### src/rtl/bht_predictor.sv
// Direct-mapped branch target buffer with 2-bit saturating counters: combinational
// lookup on the fetch PC, registered update from the EX resolution port, two event counters.
`ifndef IM_ADDR_BIT
`define IM_ADDR_BIT 10
`endif

module bht_predictor #(
    parameter int PC_BIT  = `IM_ADDR_BIT,
    parameter int IDX_BIT = 4
) (
    input  logic              clk,
    input  logic              rst_n,
    input  logic              flush,
    input  logic [PC_BIT-1:0] pc,
    input  logic [PC_BIT-1:0] pc_4,
    output logic [PC_BIT-1:0] pc_guessed,
    output logic [1:0]        bht_state,
    output logic              hit,
    input  logic              upd_valid,
    input  logic [PC_BIT-1:0] upd_pc,
    input  logic              upd_taken,
    input  logic [PC_BIT-1:0] upd_target,
    input  logic [1:0]        upd_bht_state,
    input  logic              upd_mispredict,
    output logic [31:0]       stat_branches,
    output logic [31:0]       stat_mispred
);

    localparam int ENTRIES = 2 ** IDX_BIT;
    localparam int TAG_BIT = PC_BIT - IDX_BIT;

    // Flattened views of the per-entry registers, read by lookup and update logic
    logic               valid_vec  [ENTRIES];
    logic [TAG_BIT-1:0] tag_vec    [ENTRIES];
    logic [PC_BIT-1:0]  target_vec [ENTRIES];
    logic [1:0]         state_vec  [ENTRIES];

    logic [IDX_BIT-1:0] look_idx;
    logic [TAG_BIT-1:0] look_tag;
    logic [IDX_BIT-1:0] upd_idx;
    logic [TAG_BIT-1:0] upd_tag;
    logic               upd_hit;
    logic [1:0]         state_next;
    logic               upd_write;

    logic [31:0] branches_reg;
    logic [31:0] mispred_reg;

    assign look_idx = pc[IDX_BIT-1:0];
    assign look_tag = pc[PC_BIT-1:IDX_BIT];
    assign upd_idx  = upd_pc[IDX_BIT-1:0];
    assign upd_tag  = upd_pc[PC_BIT-1:IDX_BIT];

    // Lookup sees only registered table contents, so an update lands one cycle later
    always_comb begin
        hit        = valid_vec[look_idx] && (tag_vec[look_idx] == look_tag);
        bht_state  = 2'b01;
        pc_guessed = pc_4;
        if (hit) begin
            bht_state = state_vec[look_idx];
            if (state_vec[look_idx][1]) begin
                pc_guessed = target_vec[look_idx];
            end
        end
    end

    // Next counter derives from the state that travelled with the instruction
    always_comb begin
        state_next = upd_bht_state;
        if (upd_taken) begin
            if (upd_bht_state != 2'b11) begin
                state_next = upd_bht_state + 2'b01;
            end
        end else begin
            if (upd_bht_state != 2'b00) begin
                state_next = upd_bht_state - 2'b01;
            end
        end
    end

    assign upd_hit   = valid_vec[upd_idx] && (tag_vec[upd_idx] == upd_tag);
    assign upd_write = upd_valid && !flush;

    generate
        for (genvar gi = 0; gi < ENTRIES; gi++) begin : g_entry
            logic               valid_reg;
            logic [TAG_BIT-1:0] tag_reg;
            logic [PC_BIT-1:0]  target_reg;
            logic [1:0]         state_reg;
            logic               entry_sel;

            assign entry_sel = upd_write && (upd_idx == IDX_BIT'(gi));

            always_ff @(posedge clk or negedge rst_n) begin
                if (!rst_n) begin
                    valid_reg  <= 1'b0;
                    tag_reg    <= '0;
                    target_reg <= '0;
                    state_reg  <= 2'b00;
                end else if (flush) begin
                    valid_reg <= 1'b0;
                end else if (entry_sel) begin
                    if (upd_hit) begin
                        state_reg <= state_next;
                        if (upd_taken) begin
                            target_reg <= upd_target;
                        end
                    end else if (upd_taken) begin
                        valid_reg  <= 1'b1;
                        tag_reg    <= upd_tag;
                        target_reg <= upd_target;
                        state_reg  <= 2'b10;
                    end
                end
            end

            assign valid_vec[gi]  = valid_reg;
            assign tag_vec[gi]    = tag_reg;
            assign target_vec[gi] = target_reg;
            assign state_vec[gi]  = state_reg;
        end
    endgenerate

    // Statistics keep counting through flushes; only reset clears them
    always_ff @(posedge clk or negedge rst_n) begin
        if (!rst_n) begin
            branches_reg <= '0;
            mispred_reg  <= '0;
        end else if (upd_valid) begin
            branches_reg <= branches_reg + 32'd1;
            if (upd_mispredict) begin
                mispred_reg <= mispred_reg + 32'd1;
            end
        end
    end

    assign stat_branches = branches_reg;
    assign stat_mispred  = mispred_reg;

endmodule

### config.mk
export PLATFORM = sky130hd
export DESIGN_NAME = bht_predictor
export DESIGN_NICKNAME = d
export VERILOG_FILES = /design/src/rtl/bht_predictor.sv
export SDC_FILE = /design/constraint.sdc
export NUM_CORES = 1
export LEC_CHECK = 0
export CORE_UTILIZATION = 30
export DETAILED_ROUTE_END_ITERATION = 6
export SYNTH_ARGS = -nofsm -noshare
export SYNTH_HDL_FRONTEND = slang
export SYNTH_SLANG_ARGS = --single-unit
### constraint.sdc
create_clock -name clk -period 12.2 [get_ports clk]
set_clock_uncertainty 0.2 [all_clocks]
set_input_delay 3.05 -clock clk [delete_from_list [all_inputs] [get_ports clk]]
set_output_delay 3.05 -clock clk [all_outputs]
set_load 0.03 [all_outputs]
==> run metrics <==
status finished, final reports clean; via count 11300; Critical R2R Launch g_entry[3].tag_reg[2]; htree depth 2; WL met2 22800 um; Final Util 36.2%; grt total ovfl 0; RSZ-0062 raised after global routing false; Final Critical Period 10.28 ns; global-route wire length before repair 71900 um; Hold Path Class reg2reg; CTS tree done; Layout area overhead 18.3%; Synth area leaders dfrtp_1 (51%), mux2_2 (15%), mux4_2 (12%); clock root cell clkbuf_16; clk buf depth 3; synth cell count leaders dfrtp_1 (368), mux2_2 (238), mux4_2 (97), xnor2_1 (50); Critical Path Sink Type output port; # port buffers 124; Synth Cell Area 18200 um^2; top cell type by total area after synthesis dfrtp_1; # resized after CTS 0; WP data arrival 7.03 ns; drt total wl 46400 um; Mapped Nets 1335; share of cells above drive strength 1 31.9%; Slew Limit Fails 0; crit path launch pc[0]; final worst-path cycle share 84.3%; crit-path max FO 38; DR vias/cell 5.18; final net count 1431; Met1 Wirelength 19700 um; warnings from Yosys 0; syn avg cell area 14.1 um^2; critical path class in2out; Crit path required time 8.95 ns; diode count 0; slew margin rel. 12.2%; cells after synthesis 1285; min-delay src stat_branches[31]; Max Cap Viol 0; pwr dens 142 nW/um^2; Reg clk slew, reported paths 0.05 ns; LEAKAGE 0.00952 uW; post-synthesis cell type count 57; synthesized flop and latch total 368; RD Place Congestion 0.788; register area share after synthesis 50.7%; top-area cell type share of the netlist area 50.7%; initial cell density of the core 30.6%; Clock Latency Late Sink 0.60 ns; Fill cells 5668; Post-DRT Antenna Nets 0; setup violators final 0; met3 routed WL 2350 um; Die Y-Extent 248 um; wire per inst 21.2 um; critical path startpoint category input pin; top-count cell post-synth dfrtp_1; Peak VDD IR 0.100 mV; initial antenna violation count 1; vias in the first global route 11900; row count 89; Async SR Flop Fraction 100%; die area 61600 um^2; uppermost layer routed met5; largest net degree at the start of global routing 84; final hold vios 0; Tightest Pin Transition 1.32 ns; Initial DRC Count 691; Primary FF master, synth dfrtp_1; number of flip-flops in the largest register 160; total setup buffers inserted after CTS 0; I/O pin total 125; Detail Placement HPWL 29100 um; Num CTS Buffers 42; Post-synth EDFFs 0; drt first pass iters 5; GRT Util Overall 15.3%; DIE WIDTH 248 um; Fmax 97.3 MHz; Std-Cell Core Area 59500 um^2; setup_tns 0 ns; CTS Sinks 368; CTS Hold Buffers Added 0; Residual DRC 0
-- kinds of logic (layout without fill, tap and decap cells) --
logic type,Yosys count,after routing,synth area share [%]
buffers and inverters,127,255,3.12
adders and majority gates,4,4,0.248
xor gates and xnor gates,73,73,3.56
muxes,412,412,32.7
DFF,368,368,50.7
and+or+nand+nor,203,203,5.61
AOI/OAI and AO/OA,98,98,4.14
-- power by group --
group | internal [uW] | total (uW) | leakage, uW | switching (uW)
clock | 729 | 1260 | 0.000670 | 529
sequential | 1320 | 1390 | 0.00494 | 72.8
combinational | 201 | 396 | 0.00391 | 194
-- worst max-delay path, stage by stage --
cell             delay [ns]
buf_4                  0.60
mux4_1                 0.65
mux4_2                 0.52
xnor2_1                0.24
nand4bb_1              0.12
or3_1                  0.75
mux2_4                 0.46
clkdlybuf4s50_1        0.60
-- layout make-up --
type	count	area, um^2	share of cell area (%)
Sequential cell	368	9210	42.8
Multi-Input combinational cell	790	8420	39.2
Timing Repair Buffer	143	1370	6.37
Clock buffer	66	1240	5.77
Tap cell	773	967	4.50
Clock inverter	10	155	0.722
Inverter	36	135	0.629
-- routing by layer --
layer	global-route usage, %	vias up
met5	0	-
met4	5.77	2
met3	3.02	95
met2	25.8	312
met1	19.4	5931
li1	-	4976
-- stage by stage --
stage               worst slack (ns)  total power (uW)  cell area [um^2]  hold slack (ns)  cells
floorplan                       2.79              1650             18200            0.262   1285
global placement                1.96              1800             20100            0.259   2110
detailed placement              1.91              1810             20100            0.260   2110
CTS                             1.91              3090             21500            0.272   2186
global route                    1.76              3170             21500            0.298   2186
finish                          1.92              3040             21500            0.262   2186
-- path summary, 6_finish.rpt --
| kind | to | slack, ns | cells past startpoint |
|---|---|---|---|
| max | pc_guessed[4] | 1.92 | 8 |
| min | stat_branches[31] | 0.26 | 1 |
| max reg2reg | g_entry[4].tag_reg[0] | 8.37 | 7 |
| min reg2reg | stat_branches[31] | 0.26 | 1 |
| max in group asynchronous | g_entry[6].valid_reg | 7.33 | 3 |
| min in group asynchronous | g_entry[12].tag_reg[4] | 2.23 | 1 |
-- cell usage in the layout, fill, tap and decap left out, drive strengths merged, types with 6 or more instances in the layout --
cell type / n
clkinv: 7
and3: 12
nand4: 13
a221oi: 9
nand2: 48
a21oi: 8
xnor2: 51
a211oi: 7
inv: 36
o21ai: 19
nor2: 44
clkbuf: 66
xor2: 22
or3: 6
o22ai: 11
a21o: 9
clkdlybuf4s50: 118
mux2i: 32
a22oi: 12
nand3: 35
mux2: 269
mux4: 111
dfrtp: 368
nor3: 11
nor2b: 13
a221o: 8
buf: 25
o32a: 7
Power figures use the tool's default switching activity.
